===== src/rtl/disp_pkg.sv =====
// Shared constants and types for the multiplexed 7-segment display.
// Segment patterns are active-low, bit 0 = a ... bit 6 = g.
package disp_pkg;

  typedef logic [1:0] dig_idx_t;

  localparam logic [6:0] SEG_BLANK = 7'h7F;
  localparam logic [6:0] SEG_DASH  = 7'h3F;

  // Entry k is the pattern for digit k (k = 0 at the low end).
  localparam logic [9:0][6:0] SEG_TABLE = {
    7'h10, 7'h00, 7'h78, 7'h02, 7'h12,
    7'h19, 7'h30, 7'h24, 7'h79, 7'h40
  };

  typedef struct packed {
    logic [3:0][3:0] dig;
    logic            blank_lz;
    logic [3:0]      blink_mask;
    logic            colon_en;
  } shadow_t;

  localparam shadow_t SHADOW_CLR = '0;

  function automatic logic [3:0] an_sel(dig_idx_t i);
    return ~(4'b0001 << i);
  endfunction

endpackage


===== src/rtl/seg_decoder.sv =====
// BCD to active-low 7-segment decode; codes 10..15 show a dash.
// Ports: bcd (4b in), seg (7b out, seg[0]=a .. seg[6]=g).
module seg_decoder
  import disp_pkg::*;
(
  input  logic [3:0] bcd,
  output logic [6:0] seg
);

  always_comb begin
    seg = SEG_DASH;
    unique case (bcd)
      4'd0:    seg = SEG_TABLE[0];
      4'd1:    seg = SEG_TABLE[1];
      4'd2:    seg = SEG_TABLE[2];
      4'd3:    seg = SEG_TABLE[3];
      4'd4:    seg = SEG_TABLE[4];
      4'd5:    seg = SEG_TABLE[5];
      4'd6:    seg = SEG_TABLE[6];
      4'd7:    seg = SEG_TABLE[7];
      4'd8:    seg = SEG_TABLE[8];
      4'd9:    seg = SEG_TABLE[9];
      default: seg = SEG_DASH;
    endcase
  end

endmodule


===== src/rtl/disp_scan_mux.sv =====
// 4-digit multiplexed 7-segment scanner with frame-latched inputs,
// leading-zero blanking, per-digit blink and colon dp.
// Ports: clk, rst (sync, active-low), d3..d0 BCD digits,
// blank_lz, blink_mask[3:0], colon_en; seg[6:0], an[3:0], dp
// (all outputs active-low and registered).
module disp_scan_mux
  import disp_pkg::*;
#(
  parameter int REFRESH_DIV = 100000,
  parameter int BLINK_DIV   = 125
) (
  input  logic       clk,
  input  logic       rst,
  input  logic [3:0] d3,
  input  logic [3:0] d2,
  input  logic [3:0] d1,
  input  logic [3:0] d0,
  input  logic       blank_lz,
  input  logic [3:0] blink_mask,
  input  logic       colon_en,
  output logic [6:0] seg,
  output logic [3:0] an,
  output logic       dp
);

  localparam int PRE_W = $clog2(REFRESH_DIV);
  localparam int BLK_W = $clog2(BLINK_DIV + 1);

  localparam logic [PRE_W-1:0] PRE_LAST =
    PRE_W'(REFRESH_DIV - 1);
  localparam logic [BLK_W-1:0] BLK_LAST =
    BLK_W'(BLINK_DIV - 1);

  logic [PRE_W-1:0] pre_cnt;
  logic [BLK_W-1:0] blk_cnt;
  dig_idx_t         idx;
  logic             phase;
  shadow_t          sh;

  logic             tick;
  logic             frame_end;
  logic             blk_wrap;
  shadow_t          sh_in;

  logic [3:0]       cur_dig;
  logic             blanked;
  logic [6:0]       dec_seg;
  logic [6:0]       seg_nxt;
  logic [3:0]       an_nxt;
  logic             dp_nxt;

  assign tick      = (pre_cnt == PRE_LAST);
  assign frame_end = tick && (idx == 2'd3);
  assign blk_wrap  = (blk_cnt == BLK_LAST);

  always_comb begin
    sh_in            = SHADOW_CLR;
    sh_in.dig        = {d3, d2, d1, d0};
    sh_in.blank_lz   = blank_lz;
    sh_in.blink_mask = blink_mask;
    sh_in.colon_en   = colon_en;
  end

  always_ff @(posedge clk) begin
    if (!rst) begin
      pre_cnt <= '0;
      idx     <= '0;
      blk_cnt <= '0;
      phase   <= 1'b0;
      sh      <= SHADOW_CLR;
    end else begin
      pre_cnt <= tick ? '0 : pre_cnt + PRE_W'(1);
      if (tick) begin
        idx <= idx + 2'd1;
      end
      // Inputs are only sampled here so a frame never tears.
      if (frame_end) begin
        sh      <= sh_in;
        blk_cnt <= blk_wrap ? '0 : blk_cnt + BLK_W'(1);
        if (blk_wrap) begin
          phase <= ~phase;
        end
      end
    end
  end

  assign cur_dig = sh.dig[idx];

  seg_decoder u_dec (
    .bcd (cur_dig),
    .seg (dec_seg)
  );

  always_comb begin
    blanked = sh.blink_mask[idx] && phase;
    if (idx == 2'd3 && sh.blank_lz && sh.dig[3] == 4'd0) begin
      blanked = 1'b1;
    end
  end

  always_comb begin
    seg_nxt = SEG_BLANK;
    an_nxt  = 4'hF;
    dp_nxt  = 1'b1;
    if (!blanked) begin
      seg_nxt = dec_seg;
      an_nxt  = an_sel(idx);
      dp_nxt  = !(idx == 2'd2 && sh.colon_en);
    end
  end

  // Output stage lags the index register by one clock.
  always_ff @(posedge clk) begin
    if (!rst) begin
      seg <= SEG_BLANK;
      an  <= 4'hF;
      dp  <= 1'b1;
    end else begin
      seg <= seg_nxt;
      an  <= an_nxt;
      dp  <= dp_nxt;
    end
  end

endmodule


===== config.mk =====
export PLATFORM = sky130hd
export DESIGN_NAME = disp_scan_mux
export DESIGN_NICKNAME = d
export VERILOG_FILES = /design/src/rtl/disp_pkg.sv /design/src/rtl/seg_decoder.sv /design/src/rtl/disp_scan_mux.sv
export SDC_FILE = /design/constraint.sdc
export NUM_CORES = 1
export LEC_CHECK = 0
export BUFFER_PORTS_ARGS = -buffer_cell sky130_fd_sc_hd__buf_2
export CAP_MARGIN = 20
export CORE_UTILIZATION = 54
export CTS_BUF_LIST = sky130_fd_sc_hd__clkbuf_8
export CTS_CLUSTER_SIZE = 24
export DETAILED_ROUTE_END_ITERATION = 8
export PLACE_DENSITY = 0.81
export SYNTH_ARGS = -nofsm -noshare
export SYNTH_HDL_FRONTEND = slang
export SYNTH_SLANG_ARGS = --single-unit

===== constraint.sdc =====
create_clock -name clk -period 1.9 [get_ports clk]
set_input_delay 0.38 -clock clk [delete_from_list [all_inputs] [get_ports clk]]
set_output_delay 0.38 -clock clk [all_outputs]
set_load 0.02 [all_outputs]

==> results.txt, run 1 <==
The flow ran to the end, but the final reports show violations. The checks that failed: negative setup slack. The end-of-flow core utilization came out at 70.59%. The analysis attributes to cell leakage a power of 0.001367 uW. The violation count after the first detailed-route iteration came out at 85. The number of rows in the core area came out at 25. The number of antenna-violating nets in the routed design is 0. The clock tree from TritonCTS is done. The maximum clock path buffer count is 2. Global routing used 6.233% of the available met3 tracks.

The hold violation count in the final report is 0. 0 antenna diodes ended up in the layout. The worst-margin pin slew is 0.4416 ns.

The overall power consumption is 2598 uW. The first global-routing pass estimated 9.266 mm of wire. The number of primary I/O pins came out at 36. The critical path arrival came out at 2.15 ns. The final critical-path share of the clock period is 101.1%.

The initial core utilization came out at 57.85%. The number of warnings printed during yosys synthesis came out at 0. The mean post-synth cell area came out at 9.047 sq um. The pin count of the biggest net entering global routing came out at 29. The number of search-and-repair iterations in the first detailed-routing pass came out at 5. The number of nets in the synthesized netlist is 348. The tree is rooted in a clkbuf_8. After global routing, the most crowded layer is met2. The number of sinks driven by the clock tree came out at 61. The count of non-filler cells in the finished layout is 443. The die covers 5520 sq um. The detailed-route wire length per cell is 12.37 microns. For this run, global-route usage on met2 was measured as 36.26%. The placeable core region came out at 4880 sq um. The worst setup skew after layout came out at 0.01213 ns. The number of H-tree levels came out at 3. The type of element capturing the critical path is a register.

Setup repair after global routing could not meet its margin everywhere. The final max-slew violation count is 0. The layout overhead on the synthesized area came out at 22.03%. For this run, the register share of the synthesized area comes to 43.26%.

The final RePlAce weighted congestion came out at 0.8630. The post-synthesis cell type count came out at 42. In the final design database the tool counted 407 nets. The number of port buffers came out at 35. The later pin in the worst-skew pair is clocked with a latency of 0.34 ns.

The total overflow left after global routing is 0. The overall fraction of global-route tracks in use came out at 22.69%. The half-perimeter wire length after detailed placement is 4.097 mm. The floorplan step set the die height to 74.30 microns.

The clock transition at the registers of the reported paths came out at 0.07 ns. The mapped netlist covers 2823 sq um. The upper clock frequency limit is 0.5208 GHz. The worst setup path is launched from a register.

The minimum period implied by the final worst setup slack came out at 1.920 ns. The register bit count reported by yosys came out at 61. On the final layout, the worst hold slack is 0.2758 ns.

The pre-CTS setup slack is -0.01129 ns. The fraction of final layout cells sized beyond drive strength 1 came out at 24.20%. The number of hold buffers added after CTS is 0.

The number of vias after detailed routing came out at 2,296. The setup slack after layout is -0.02012 ns. The critical path is of the register to register type. The remaining design rule violation count is 0. The max-capacitance violation count came out at 0. The post-synthesis cell count came out at 312. In this run the worst path has a maximum fanout of 8. The filler cell count in the final layout is 382. The number of clock buffers added by TritonCTS is 9. The min-delay analysis places its worst path in the category primary input to register. The power density over the cells came out at 754.3 nW/um^2. The number of antenna violations at the first check in global routing is 0.

The number of global-route vias before repair is 2,098. At the worst endpoint, the required time is 2.13 ns. The wire length reported by the detailed router is 5.481 mm. The worst IR drop on VDD came out at 0.7315 mV.

The setup violation total in the final timing report came out at 2. Measured along the x axis, the die boundary spans 74.30 microns. The remaining max-slew budget at the tightest pin is 70.50%. The met1 routing resource usage after global routing came out at 28.82%. The number of placed instances, taps included, is 426. The per-cell via count in the routed design is 5.183.
-- cell usage after synthesis, drive strengths merged --
master / count / share of area (%)
a21boi: 24 / 6.4
a21oi: 10 / 1.8
a22o: 1 / 0.31
a22oi: 1 / 0.27
a31o: 1 / 0.31
a31oi: 1 / 0.22
a32o: 1 / 0.35
and2: 4 / 0.89
and3: 6 / 1.3
buf: 8 / 2.3
clkbuf: 6 / 0.80
dfxtp: 61 / 43
ha: 12 / 5.3
inv: 13 / 1.7
mux2: 1 / 0.40
mux2i: 4 / 1.4
mux4: 5 / 4.0
nand2: 58 / 7.8
nand2b: 3 / 0.66
nand3: 16 / 2.8
nand3b: 1 / 0.27
nand4: 4 / 0.89
nand4b: 1 / 0.31
nor2: 24 / 3.2
nor2b: 3 / 0.66
nor3: 6 / 1.1
nor4: 3 / 1.2
nor4b: 2 / 0.62
o21a: 1 / 0.27
o21ai: 10 / 1.8
o311ai: 1 / 0.93
o41ai: 1 / 0.58
or3: 2 / 0.44
or4b: 2 / 0.84
xnor2: 11 / 3.4
xor2: 4 / 1.2
-- where the power goes --
part | leakage [uW] | switching [uW] | internal (uW) | total (uW)
Clock | 0.000115 | 478 | 721 | 1200
Combinational | 0.000756 | 51.7 | 49.2 | 101
Sequential | 0.000496 | 5.46 | 1290 | 1300
-- sequential cells by signal, summed over array words and instances (netlist names) --
| register | count |
|---|---|
| sh | 22 |
| seg | 7 |
| dp | 1 |
| idx | 2 |
| phase | 1 |
| blk_cnt | 7 |
| an | 4 |
| pre_cnt | 17 |
-- metal layers --
metal	routed length (microns)	vias to the layer above
li1	-	1177
met1	2480	1048
met2	2579	62
met3	330	9
met4	91	0
met5	0	-
-- cells by family after synthesis --
logic type | Yosys count | synth area share, %
AND/OR/NAND/NOR | 135 | 23.01
flip-flops | 61 | 43.26
AO/OA/AOI/OAI | 52 | 13.17
buffers and inverters | 27 | 4.787
XOR/XNOR | 15 | 4.654
adder cells (fa/ha/maj) | 12 | 5.319
multiplexers | 10 | 5.807
-- worst paths after layout --
path	from	end	slack, ns	cells past startpoint
worst max-delay path	pre_cnt[5]	blk_cnt[3]	-0.02	5
worst min-delay path	d2[1]	sh[15]	0.28	3
worst max register to register	pre_cnt[5]	blk_cnt[3]	-0.02	5
worst min register to register	sh[0]	dp	0.42	1
-- through the flow --
stage / TNS [ns] / instance area (sq um)
global placement: 0 / 3208
finish: -0.03404 / 3445
detailed placement: -0.02590 / 3208
CTS: -0.008065 / 3442
global route: -0.4545 / 3445
floorplan: 0 / 2828
-- repair_timing --
item,4_1_cts,5_1_grt
resized for setup,2,2
endpoints found under the hold margin,0,0
pin swaps,4,2
endpoints found under the setup margin,3,35
buffers inserted,1,0
-- final cells by class --
class	count	area, sq um	share of cell area, %
multi-input combinational	224	1471	42.72
sequential	61	1224	35.52
timing repair buffer	62	410.4	11.91
clock buffer	9	123.9	3.596
tap	67	83.83	2.434
clock inverter	7	82.58	2.397
inverter	13	48.80	1.417
-- cells in the final DEF, fill, tap and decap left out, drive strengths merged, types with 2 or more instances in the layout --
master  count
nor4b       2
buf        62
mux2i       4
xnor2      11
mux4        5
bufinv      2
clkinv      3
nor2b       3
xor2        4
nand4       4
inv        15
nand3      16
and3        6
clkbuf      9
o21ai      10
dfxtp      61
nor3        6
or4b        2
ha         12
nor4        3
a21oi      10
or3         2
a21boi     24
nand2      58
nand2b      3
and2        4
nor2       24
-- critical path, stage by stage, from the launching register on --
cell	delay (ns)
dfxtp_1	0.31
or4b_4	0.56
nor4_4	0.28
nand2_2	0.20
a22o_1	0.26
a32o_1	0.21
No activity file was read; power rests on OpenSTA's default activity.
==> run 2: changes to the inputs <==
PLACE_DENSITY = 0.82   (was 0.81)
==> results.txt, run 2 (synthesis gave the netlist of run 1 again) <==
The final critical-path share of the clock period was 102.7% (was 101.1%). The insertion delay to the later sink of the worst-skew pair came out at 0.34 ns (about the same). The power density over the cells is 686.3 nW/um^2 (was 754.3 nW/um^2). The count of non-filler cells in the finished layout is 445 (was 443). The initial core utilization came out at 57.85% (unchanged). The die height is 74.30 microns (unchanged). The net switching power came out at 521.3 uW (was 535.4 uW). The number of port buffers came to 35 (unchanged). The final max-slew violation count is 0 (unchanged). The maximum clock path buffer count is 2 (unchanged). The clock transition at the registers of the reported paths came out at 0.06 ns (was 0.07 ns). The remaining design rule violation count is 0 (unchanged).

The number of rows in the core area is 25 (unchanged). The total clock buffers created by CTS is 9 (unchanged). The number of search-and-repair iterations in the first detailed-routing pass is 5 (unchanged). The proportion of power drawn by flip-flops and latches came out at 54.3% (was 49.9%). The number of H-tree levels is 3 (unchanged). The commonest non-fill, non-tap cell in the layout is dfxtp_1 (unchanged). The root buffer cell is clkbuf_8 (unchanged). The worst-margin pin slew is 0.4637 ns (was 0.4416 ns). Biggest regs: sh (22), pre_cnt (17) (unchanged). The clock tree from TritonCTS is done (unchanged). The number of sinks driven by the clock tree came out at 61 (unchanged). The pin count of the biggest net entering global routing is 17 (was 29).

The overall power consumption is 2389 uW (was 2598 uW). The switching share of power is 21.82% (was 20.61%). The flip-flop count of the largest register after layout is 22 (unchanged). Unrepaired setup endpoints after global routing: true (unchanged). The setup slack after layout came out at -0.05105 ns (was -0.02012 ns). The number of vias after detailed routing is 2,410 (was 2,296). The total die area came out at 5520 sq um (unchanged). The type of element launching the critical path is a register (unchanged). The per-cell via count in the routed design is 5.416 (was 5.183). The number of hold buffers added after CTS came to 0 (unchanged). The hold violation count in the final report came to 0 (unchanged).

The max-capacitance violation count came to 0 (unchanged). The post-place instance area came to 3208 sq um (unchanged). The internal portion of total power is 1868 uW (was 2063 uW).

The pre-CTS setup slack was -0.08694 ns (was -0.01129 ns). The antenna diode count is 0 (unchanged). The end-of-flow core utilization is 71.33% (was 70.59%). The number of instances in the placed design came to 426 (unchanged). The width of the chip came to 74.30 microns (unchanged). The number of primary I/O pins is 36 (unchanged). The critical path arrival came out at 2.19 ns (was 2.15 ns). The total number of nets in the final design is 411 (was 407). The final instance area was 3481 sq um (was 3445 sq um). The minimum period implied by the final worst setup slack came to 1.951 ns (was 1.920 ns). The wire length reported by the detailed router is 6.119 mm (was 5.481 mm). The violation count after the first detailed-route iteration came out at 138 (was 85).

The wire length of the first global-routing pass came to 9.860 mm (was 9.266 mm). The half-perimeter wire length after detailed placement came out at 4.147 mm (was 4.097 mm). The filler cell count in the final layout is 389 (was 382). The final RePlAce weighted congestion is 0.8969 (was 0.8630). The worst IR drop on VDD came out at 0.4655 mV (was 0.7315 mV). The type of element capturing the critical path was a register (unchanged). Leading cell types in the layout, fill and taps excluded: dfxtp_1 (58), nand2_1 (56), buf_2 (35) (was dfxtp_1 (59), nand2_1 (57), buf_2 (35)). The overflow left after global routing is 0 (unchanged). The path type of the worst setup path is register to register (unchanged). The fraction of final layout cells sized beyond drive strength 1 came to 26.98% (was 24.20%).

The combinational fraction of design power came out at 4.7% (was 3.9%). The data required time of the worst path is 2.14 ns (was 2.13 ns). Run status: finished, violations left (unchanged). The leakage component of the power is 0.001385 uW (was 0.001367 uW). The setup violation total in the final timing report was 9 (was 2). The upper clock frequency limit is 0.5125 GHz (was 0.5208 GHz). The layout overhead on the synthesized area came out at 23.32% (was 22.03%). The placeable core region came out at 4880 sq um (unchanged).

The largest fanout on the critical path was 11 (was 8). The number of global-route vias before repair came out at 2,253 (was 2,098). The clock network power share is 41.0% (was 46.2%).

The worst setup skew after layout was 0.007531 ns (was 0.01213 ns). The number of antenna-violating nets in the routed design is 0 (unchanged). The class of the most critical hold timing path is primary input to register (unchanged). Failing checks: negative setup slack (unchanged). The number of antenna violations at the first check in global routing was 0 (unchanged). The remaining max-slew budget at the tightest pin came out at 69.02% (was 70.50%). The detailed-route wire length per cell is 13.75 microns (was 12.37 microns).

The overall fraction of global-route tracks in use came out at 23.79% (was 22.69%). The register with the most flip-flops was sh (unchanged).
[run 2: changes by cell type in the layout (fill, tap and decap cells not counted), moves of 2 or more]
cell       previous run  this run
a21boi_2              0         2
a21boi_0              7         4
clkbuf_8              9        11
inv_1                15        13
bufinv_16             2         0
buf_4                23        25
[run 2: path summary, 6_finish.rpt]
path / startpoint / to / slack [ns] / cells past startpoint
setup / recovery: pre_cnt[5] / blk_cnt[6] / -0.05 / 6
hold / removal: d0[2] / sh[8] / 0.27 / 3
setup reg to reg: pre_cnt[5] / blk_cnt[6] / -0.05 / 6
hold reg to reg: sh[0] / dp / 0.42 / 1
[run 2: final cells by class]
type	instances	area [sq um]	share of cell area, %
inverter	13	48.80	1.402
sequential	61	1227	35.26
multi-input combinational	225	1510	43.39
clock inverter	3	13.76	0.3954
clock buffer	11	151.4	4.349
timing repair buffer	65	445.4	12.80
tap	67	83.83	2.408
[run 2: per-layer routing]
| layer | part of all wire [%] | vias to the layer above | GRT usage, % |
|---|---|---|---|
| met5 | 0 | - | 0 |
| met4 | 2.6 | 0 | 12.16 |
| met2 | 49 | 82 | 38.89 |
| met1 | 44 | 1117 | 29.08 |
| met3 | 5.2 | 19 | 6.098 |
| li1 | - | 1192 | - |
[run 2: power groups by stage]
stage	clock (uW)	combinational, uW	sequential (uW)
4_1_cts	994	104	1300
3_3_place_gp	0	101	1330
3_5_place_dp	0	103	1330
6_report	980	112	1300
2_1_floorplan	0	38.8	1340
5_1_grt	1060	124	1300
[run 2: critical path, stage by stage (launching register included)]
cell	delay, ns
dfxtp_2	0.33
or4b_4	0.56
nor4_4	0.22
buf_4	0.19
nand2_4	0.07
buf_6	0.15
o41ai_2	0.32
[run 2: repair_timing]
| item | CTS | global route |
|---|---|---|
| pin swaps | 0 | 7 |
| buffers inserted | 0 | 5 |
| gates resized for setup | 4 | 15 |
| endpoints found under the setup margin | 14 | 45 |
| cloned | 0 | 2 |
[run 2: metrics by stage]
stage	hold slack, ns	TNS (ns)
3_5_place_dp	0.4011	-0.5420
3_3_place_gp	0.4009	-0.2049
2_1_floorplan	0.3681	0
4_1_cts	0.2662	-0.07527
5_1_grt	0.2790	-2.550
6_report	0.2744	-0.2145
==> run 3: changes to the inputs <==
SYNTH_HIERARCHICAL = 1   (was default)
==> results.txt, run 3 <==
The largest fanout on the critical path is 6 (was 11). The overflow left after global routing is 0 (unchanged). The number of nets in the synthesized netlist came out at 362 (was 348).

The worst IR drop on VDD came out at 0.7466 mV (was 0.4655 mV). The remaining max-slew budget at the tightest pin came to 70.24% (was 69.02%). The sequential-to-total area share from yosys stat came out at 41.87% (was 43.26%). The endpoint of the most critical register-to-register path is seg[2] (was blk_cnt[6]). The post-synthesis cell count came out at 326 (was 312).

The adder-cell area share of the yosys netlist came out at 5.148% (was 5.319%). The setup slack after layout came to 0.03584 ns (was -0.05105 ns). The final max-slew violation count is 0 (unchanged).

The total number of nets in the final design is 414 (was 411). The root buffer cell is clkbuf_8 (unchanged). The number of warnings printed during yosys synthesis came out at 6 (was 0). The critical path's largest stage delay came out at 0.58 ns (was 0.56 ns). The number of rows in the core area is 26 (was 25). The fraction of the mapped netlist area in simple logic gates came out at 24.07% (was 23.01%). The launching element of the worst setup path is idx[0] (was pre_cnt[5]).

Cells along the critical path: buf_4 -> mux4_2 -> buf_6 -> or2_1 -> a21o_1 -> nand2b_1 (was or4b_4 -> nor4_4 -> buf_4 -> nand2_4 -> buf_6 -> o41ai_2). The max-capacitance violation count is 0 (unchanged). The maximum clock path buffer count is 2 (unchanged). The standard cell with the maximum stage delay on the critical path was mux4_2 (was or4b_4). The power density over the cells is 783.0 nW/um^2 (was 686.3 nW/um^2). The fraction of final layout cells sized beyond drive strength 1 is 27.42% (was 26.98%). The total die area came to 5699 sq um (was 5520 sq um). The worst-margin pin slew is 0.4423 ns (was 0.4637 ns).

The upper clock frequency limit is 0.5364 GHz (was 0.5125 GHz). The number of port buffers came out at 35 (unchanged). The data required time of the worst path is 2.14 ns (about the same). The type of element capturing the critical path is a register (unchanged).

The remaining design rule violation count came to 0 (unchanged). The number of vias after detailed routing is 2,631 (was 2,410). The antenna diode count came to 0 (unchanged). The flip-flop count of the largest register after layout is 22 (unchanged). The commonest non-fill, non-tap cell in the layout is dfxtp_1 (unchanged). The die height came out at 75.49 microns (was 74.30 microns). The worst hold margin is 0.2813 ns (was 0.2744 ns). The initial core utilization came out at 56.74% (was 57.85%). The share of the synthesized area in the top cell type was 41.87% (was 43.26%). The wire length reported by the detailed router is 6.676 mm (was 6.119 mm).

The layout overhead on the synthesized area is 23.55% (was 23.32%). The count of non-filler cells in the finished layout came to 453 (was 445). The beginning of the worst register-to-register path was idx[0] (was pre_cnt[5]). The violation count after the first detailed-route iteration is 156 (was 138). The mean post-synth cell area came out at 8.946 sq um (was 9.047 sq um). The half-perimeter wire length after detailed placement is 4.549 mm (was 4.147 mm). The class of the most critical hold timing path is primary input to register (unchanged).

The setup slack of the most critical reg-to-reg path is 0.04 ns (was -0.05 ns). List of most frequent post-synthesis cells: dfxtp_1 (61), a21oi_1 (31), o21ai_0 (30) (was dfxtp_1 (61), nand2_1 (57), nor2_1 (24)). The pre-CTS setup slack is 0.02312 ns (was -0.08694 ns). The clock tree from TritonCTS is done (unchanged). The number of instances in the placed design came out at 435 (was 426). The cell accounting for the most synthesized area is dfxtp_1 (unchanged). The overall fraction of global-route tracks in use came out at 25.50% (was 23.79%). The leakage component of the power is 0.001326 uW (was 0.001385 uW).

The number of antenna-violating nets in the routed design is 0 (unchanged). The number of primary I/O pins came out at 36 (unchanged). The count of cell instances traversed by the critical path came out at 6 (unchanged). The number of sinks driven by the clock tree came out at 61 (unchanged).

The final critical-path share of the clock period is 98.11% (was 102.7%). The placeable core region came out at 5140 sq um (was 4880 sq um). The path type of the worst setup path is register to register (unchanged). Run status: complete, no violations (was finished, violations left). The number of search-and-repair iterations in the first detailed-routing pass came out at 4 (was 5).

The per-cell via count in the routed design was 5.808 (was 5.416). The final RePlAce weighted congestion came out at 0.8110 (was 0.8969). The cell type group with the largest total delay on the critical path is multiplexers (was simple AND/OR/NAND/NOR gates).

The total clock buffers created by CTS came out at 9 (unchanged). The synthesized-area fraction occupied by ao, oa, aoi and oai cells came out at 15.36% (was 13.16%). The setup violation total in the final timing report was 0 (was 9). The width of the chip came out at 75.49 microns (was 74.30 microns). The clock transition at the registers of the reported paths came out at 0.08 ns (was 0.06 ns). The timing endpoint of the critical path is seg[2] (was blk_cnt[6]). The leading register cell type out of synthesis was dfxtp_1 (unchanged). The filler cell count in the final layout is 403 (was 389). The number of hold buffers added after CTS came out at 0 (unchanged). The worst reg-to-reg path cell count came to 6 (unchanged). The sum of buffers and inverters on the critical path is 2 (unchanged).

The number of enable flip-flop cells after synthesis came out at 0 (unchanged). The wire length of the first global-routing pass came out at 10.67 mm (was 9.860 mm). The async set-reset flop share out of synthesis is 0% (unchanged). The area of the mapped netlist came out at 2917 sq um (was 2823 sq um). Biggest regs: sh (22), pre_cnt (17) (unchanged). The pin count of the biggest net entering global routing came to 28 (was 17). The main combinational cell family by area after synthesis is simple AND/OR/NAND/NOR gates (unchanged). The minimum period implied by the final worst setup slack came out at 1.864 ns (was 1.951 ns). Ranking of synthesized cells by area: dfxtp_1 (42%), nand4_1 (6.0%), a21oi_1 (5.3%) (was dfxtp_1 (43%), nand2_1 (7.6%), ha_1 (5.3%)). The number of global-route vias before repair was 2,331 (was 2,253). The xor and xnor area share after synthesis is 3.604% (was 4.654%). The register with the most flip-flops is sh (unchanged). The hold violation count in the final report is 0 (unchanged). Leading cell types in the layout, fill and taps excluded: dfxtp_1 (60), buf_2 (35), o21ai_0 (30), a21oi_1 (30), nand4_1 (28) (was dfxtp_1 (58), nand2_1 (56), buf_2 (35)).

The type of element launching the critical path is a register (unchanged). The most used standard cell by instance count after synthesis is dfxtp_1 (unchanged). The number of H-tree levels is 3 (unchanged).

The summed negative setup slack over all endpoints came out at 0 ns (was -0.2145 ns). The post-synthesis cell type count came out at 49 (was 42). The register bit count reported by yosys is 61 (unchanged). The worst setup skew after layout is 0.008044 ns (was 0.007531 ns). The number of antenna violations at the first check in global routing came out at 0 (unchanged). The insertion delay to the later sink of the worst-skew pair came out at 0.35 ns (was 0.34 ns). The critical path arrival came to 2.10 ns (was 2.19 ns). The detailed-route wire length per cell is 14.74 microns (was 13.75 microns).

The proportion of synthesized area in mux cells came out at 4.547% (was 5.807%).
## run 3: cell count changes in the layout (fill, tap and decap cells not counted), sizes merged, moves of 5 or more
cell / before / now
nand2: 59 / 14
a21oi: 10 / 31
nand4: 4 / 28
o221a: 0 / 5
o21ai: 10 / 32
nand2b: 3 / 9
a21boi: 24 / 0
and3: 6 / 1
## run 3: tightest hold or removal path: cells and delay by family
kind	cells	cell delay, ns
buffers and inverters	1	0.10
AO/OA/AOI/OAI	1	0.06
AND/OR/NAND/NOR	1	0.06
## run 3: cells by family after synthesis
kind of cell / Yosys count
adders and majority gates: 12
and+or+nand+nor: 120
muxes: 7
buffers and inverters: 36
xor gates and xnor gates: 12
AOI/OAI and AO/OA: 78
DFF: 61
## run 3: timing repair
| item | 4_1_cts | 5_1_grt |
|---|---|---|
| setup endpoints to repair | 0 | 20 |
| resized for setup | 0 | 8 |
| buffers inserted | 0 | 2 |
## run 3: how the worst min path moves through the flow
stage,startpoint,endpoint,slack (ns),depth (start not counted)
5_1_grt,d1[3],sh[13],0.28,3
2_1_floorplan,sh[0],dp,0.36,1
6_report,blink_mask[2],sh[3],0.28,3
3_3_place_gp,sh[0],dp,0.39,1
4_1_cts,blink_mask[2],sh[3],0.27,3
3_5_place_dp,sh[0],dp,0.40,1
## run 3: final cells by class
| cell class | count | area [sq um] | area share, % |
|---|---|---|---|
| tap | 70 | 87.58 | 2.431 |
| clock inverter | 7 | 123.9 | 3.438 |
| clock buffer | 9 | 123.9 | 3.438 |
| inverter | 14 | 52.55 | 1.458 |
| sequential | 61 | 1222 | 33.92 |
| timing repair buffer | 63 | 439.2 | 12.19 |
| multi-input combinational | 229 | 1554 | 43.12 |
## run 3: report_power, final
group	switching, uW	internal [uW]	leakage (uW)
Clock	542	877	0.000120
Sequential	4.33	1290	0.000495
Combinational	58.5	48.6	0.000712
Total	605	2220	0.00133
## run 3: routing by layer
metal	up-vias	part of all wire (%)	GRT usage, %
met5	-	0	0
met1	1260	44	32.39
li1	1292	-	-
met2	67	49	41.07
met4	0	1.6	8.642
met3	12	4.6	8.201
## run 3: per-stage QoR
step           utilization, %  power, uW  instance area, sq um
6_report                70.11       2822                  3603
5_1_grt                 70.11       2918                  3603
4_1_cts                 69.40       2843                  3567
3_5_place_dp            64.58       1432                  3319
3_3_place_gp            64.58       1430                  3319
2_1_floorplan               -       1373                  2919
